## config.mk

```make
export PLATFORM = sky130hd
export DESIGN_NAME = lstm_seq_ctrl
export DESIGN_NICKNAME = d
export VERILOG_FILES = /design/src/rtl/lstm_pkg.sv /design/src/rtl/lstm_seq_ctrl.sv
export SDC_FILE = /design/constraint.sdc
export NUM_CORES = 1
export LEC_CHECK = 0
export ABC_CLOCK_PERIOD_IN_PS = 1900
export BUFFER_PORTS_ARGS = -buffer_cell sky130_fd_sc_hd__buf_2
export CAP_MARGIN = 20
export CORE_MARGIN = 2
export CORE_UTILIZATION = 45
export CTS_CLUSTER_DIAMETER = 60
export DETAILED_ROUTE_END_ITERATION = 6
export PLACE_DENSITY = 0.87
export SYNTH_ARGS = -nofsm -noshare
export SYNTH_HDL_FRONTEND = slang
export SYNTH_SLANG_ARGS = --single-unit
```

## constraint.sdc

```tcl
create_clock -name clk -period 1.9 [get_ports clk]
set_input_delay 0.095 -clock clk [delete_from_list [all_inputs] [get_ports clk]]
set_output_delay 0.095 -clock clk [all_outputs]
set_load 0.01 [all_outputs]
```

## src/rtl/lstm_pkg.sv

```systemverilog
// lstm_pkg: shared types and defaults for the lstm cell and its sequencer.
package lstm_pkg;
  localparam int DATA_W = 16;
  typedef enum logic [1:0] {IDLE, ISSUE, WAIT, EMIT} lstm_seq_state_t;
  typedef logic signed [DATA_W-1:0] sample_t;
endpackage

```

## src/rtl/lstm_seq_ctrl.sv

```systemverilog
// lstm_seq_ctrl: one-sample-at-a-time sequencer closing the h/C recurrent loop around lstm.
module lstm_seq_ctrl
  import lstm_pkg::*;
#(
  parameter int WIDTH   = DATA_W,
  parameter int TIMEOUT = 1024,
  parameter int CNT_W   = 16
) (
  input  logic                    clk,
  input  logic                    rst,
  input  logic signed [WIDTH-1:0] s_x,
  input  logic                    s_first,
  input  logic                    s_last,
  input  logic                    s_valid,
  output logic                    s_ready,
  output logic signed [WIDTH-1:0] x_in,
  output logic                    x_valid,
  input  logic                    x_ready,
  output logic signed [WIDTH-1:0] h_in,
  output logic signed [WIDTH-1:0] C_in,
  input  logic signed [WIDTH-1:0] y_out,
  input  logic signed [WIDTH-1:0] C_out,
  input  logic                    y_valid,
  output logic signed [WIDTH-1:0] m_y,
  output logic                    m_last,
  output logic                    m_valid,
  input  logic                    m_ready,
  output logic [CNT_W-1:0]        step,
  output logic                    err_timeout
);
  localparam int TO_W = $clog2(TIMEOUT + 1);
  lstm_seq_state_t r_state;
  logic [TO_W-1:0] r_cnt;
  logic            r_last;
  logic            w_timeout;
  assign w_timeout = r_cnt == TO_W'(TIMEOUT - 1);
  always_ff @(posedge clk) begin
    if (rst) begin
      r_state     <= IDLE;
      r_cnt       <= '0;
      r_last      <= 1'b0;
      s_ready     <= 1'b0;
      x_in        <= '0;
      x_valid     <= 1'b0;
      h_in        <= '0;
      C_in        <= '0;
      m_y         <= '0;
      m_last      <= 1'b0;
      m_valid     <= 1'b0;
      step        <= '0;
      err_timeout <= 1'b0;
    end else begin
      case (r_state)
        IDLE: begin
          s_ready <= 1'b1;
          if (s_valid && s_ready) begin
            r_state <= ISSUE;
            s_ready <= 1'b0;
            x_valid <= 1'b1;
            x_in    <= s_x;
            r_last  <= s_last;
            if (s_first) begin
              h_in <= '0;
              C_in <= '0;
              step <= '0;
            end
          end
        end
        ISSUE: if (x_ready) begin
          r_state <= WAIT;
          x_valid <= 1'b0;
          r_cnt   <= '0;
        end
        WAIT: begin
          if (y_valid) begin
            r_state <= EMIT;
            h_in    <= y_out;
            C_in    <= C_out;
            m_y     <= y_out;
            m_last  <= r_last;
            m_valid <= 1'b1;
          end else if (w_timeout) begin
            // stalled cell: drop the result and restart the sequence from zero state
            r_state     <= IDLE;
            err_timeout <= 1'b1;
            h_in        <= '0;
            C_in        <= '0;
            step        <= '0;
            s_ready     <= 1'b1;
          end else begin
            r_cnt <= r_cnt + 1'b1;
          end
        end
        EMIT: if (m_ready) begin
          r_state <= IDLE;
          m_valid <= 1'b0;
          s_ready <= 1'b1;
          step    <= m_last ? '0 : (&step ? step : step + 1'b1);
        end
        default: r_state <= IDLE;
      endcase
    end
  end
endmodule

```

==> reports/metrics.yaml <==
status: "complete, but fails checks"
violations: "negative setup slack"
num_vias: 4573
slowest_stage: "or4_4"
hp-start: "y_out[6]"
hold_viol: 0
reg2regPathDepth: 7
cts_made_buffers: 9
num-nets-final: 755
most-common-layout-cells: "buf_2, nand2_1, dfxtp_1"
setup_viol: 12
syn_nets: 546
clock-root-buffer: "clkbuf_8"
die_w_um: 99.4
ys_types: 52
hpwl_um: 8500
hold_path_depth: 3
layout.cells.most_common: "buf_2"
diodes: 0
rows: 34
r2r-end: "C_in[4]"
critical_path.top_delay_family: "simple AND/OR/NAND/NOR gates"
slowest_delay_ns: 0.45
dieArea_mm2: 0.00988
avgViaCountPerCell: 5.65
path_cells: "ha_4 -> nand3_4 -> or4_4 -> a311o_1 -> buf_12 -> a22oi_2 -> nor2_1"
area_growth_pct: 44.6
worst-setup-path-type: "reg -> reg"
synth_xor_area_share_pct: 0
place_inst: 751
ys_ff_latch: 99
max_slew_margin_pct: 57.9
arrival_ns: 2.17
synth_compound_gate_area_share_pct: 21.8
timing.fmax_mhz: 520
clock_skew_ns: 0.0136
drv_slew: 0
layout-drive-gt1-share_pct: 35.3
seq_area_frac_synth_pct: 48.4
use_met2_pct: 44.1
ir_drop_mv: 0.579
synth.area.mux_share_pct: 1.34
cts.htree.levels: 3
syn_avg_cell_area_um2: 8.39
maxCapViolCount: 0
busiest_layer: "met2"
synthCells: 488
ys.flop_type: "dfxtp_1"
initial_utilization_pct: 46.7
grt_max_degree: 44
worstMarginPinSlew_ns: 0.630
fin_setup_tns_ns: -0.133
yosys.area_share.simple_pct: 23.9
drc_errors: 0
cts_tree: "yes"
grt_pass1_vias: 4487
power.leakage_nw: 2.52
ioPinCount: 141
antenna_found_initial: 0
wl_per_cell_um: 16.3
io_buffers: 140
synthAdderAreaFrac_pct: 0.611
synth_edf_count: 0
end_kind: "flip-flop"
synth_area_mm2: 0.00409
synth-async-reset-ratio_pct: 0
period_minus_slack_ns: 1.92
dr.first_iter.drc_count: 346
overflow: 0
yosysWarningCount: 0
crit_path_start_kind: "flip-flop"
die_h_um: 99.4
synth_top_family_by_area: "simple AND/OR/NAND/NOR gates"
firstDrtPassIters: 5
period_share_pct: 101
crit_path_max_fanout: 32
stdcell_count: 810
gr-usage-met3_pct: 6.11
clk_latency_ns: 0.36
r2r_start: "r_cnt[1]"
place.gp.congestion: 0.906
core_area_mm2: 0.00876
p_per_area_mw_per_mm2: 686
grt.total_usage_pct: 26.2
clkSlewWorstSetupHoldPaths_ns: 0.11
setup_ws_ns: -0.0234
use_met1_pct: 32.7
ant_nets: 0
grt_pass1_wl_um: 21200
hold_class: "in -> reg"
min_to: "m_y[6]"
r2r_setup_slack_ns: -0.02
rsz0062_at_grt: "true"
worstPathRequired_ns: 2.15
path_buf_inv: 1
cts_buffer_depth: 2
clock_sinks: 99
wl_um: 13200
-- metal layers --
layer  vias to the layer above  routed length, um
met1                      2155               5110
met5                         -                  0
met2                       238               6580
met3                        33               1160
li1                       2147                  -
met4                         0                361
-- registers in the layout, indices dropped and copies added, names as in the netlist --
register,cells
m_valid,1
r_cnt,11
x_valid,1
C_in,16
m_last,1
r_state,2
x_in,16
r_last,1
m_y,16
h_in,16
s_ready,1
step,16
err_timeout,1
-- logic make-up (layout without fill, tap and decap cells) --
| group | Yosys count | count (layout) |
|---|---|---|
| AND/OR/NAND/NOR | 213 | 213 |
| AO/OA/AOI/OAI | 134 | 134 |
| flip-flops | 99 | 99 |
| buffers and inverters | 36 | 250 |
| multiplexers | 4 | 4 |
| adder cells (fa/ha/maj) | 2 | 2 |
-- cell usage after synthesis (5+ instances only) --
cell type | instances | share of area, %
nor4_1 | 5 | 0.76
nand3_1 | 15 | 1.8
and3_1 | 5 | 0.76
o21ai_0 | 12 | 1.5
buf_2 | 7 | 0.86
a32o_1 | 7 | 1.7
a21oi_1 | 71 | 8.7
nor3_1 | 8 | 0.98
dfxtp_1 | 99 | 48
a31oi_1 | 5 | 0.76
clkbuf_1 | 19 | 1.7
a22oi_2 | 13 | 4.0
nor2_1 | 42 | 3.9
nand3b_1 | 6 | 1.1
nand2_1 | 106 | 9.7
nand4_1 | 6 | 0.92
-- stage by stage --
step           setup WS, ns  hold slack (ns)  utilization, %  power [mW]  instance area, um^2
2_1_floorplan       0.00457            0.231               -        2.45                 4130
3_3_place_gp        0.00456            0.335            59.4        2.63                 5210
3_5_place_dp        -0.0546            0.345            59.4        2.65                 5210
4_1_cts            0.000224          0.00146            66.4        4.07                 5820
5_1_grt             -0.0902           0.0140            67.6        4.23                 5920
6_report            -0.0234           0.0204            67.6        4.06                 5920
-- power by group --
part           leakage [nW]  total, mW  internal, mW  switching (mW)
clock                 0.104       1.37         0.555           0.819
sequential            0.804       2.16          2.12          0.0328
combinational          1.62      0.531         0.243           0.288
total                  2.52       4.06          2.92            1.14
-- worst min-delay path: stages --
cell     delay [ns]
buf_2          0.09
nand2_1        0.09
a21oi_1        0.07
-- timing repair --
item | CTS | global route
buffers inserted | 0 | 2
gates cloned | 0 | 0
hold buffers | 40 | 1
endpoints found under the hold margin | 50 | 1
gates resized for setup | 4 | 19
setup endpoints to repair | 27 | 49
pin swaps | 2 | 2
-- worst max path at each step --
| stage | from | end | slack [ns] | cells after the start |
|---|---|---|---|---|
| 5_1_grt | r_cnt[1] | h_in[14] | -0.09 | 7 |
| 3_5_place_dp | r_cnt[1] | C_in[15] | -0.05 | 7 |
| 4_1_cts | r_cnt[1] | C_in[4] | 0.0002 | 7 |
| 6_report | r_cnt[1] | C_in[4] | -0.02 | 7 |
| 3_3_place_gp | r_cnt[1] | C_in[0] | 0.005 | 7 |
| 2_1_floorplan | step[0] | step[11] | 0.005 | 7 |
-- cell type report --
| class | count | area, um^2 |
|---|---|---|
| Clock inverter | 6 | 65.1 |
| Timing Repair Buffer | 230 | 1510 |
| Fill cell | 642 | 2840 |
| Tap cell | 108 | 135 |
| Inverter | 4 | 15.0 |
| Clock buffer | 10 | 138 |
| Sequential cell | 99 | 1990 |
| Multi-Input combinational cell | 353 | 2070 |
No activity file was read; power rests on OpenSTA's default activity.
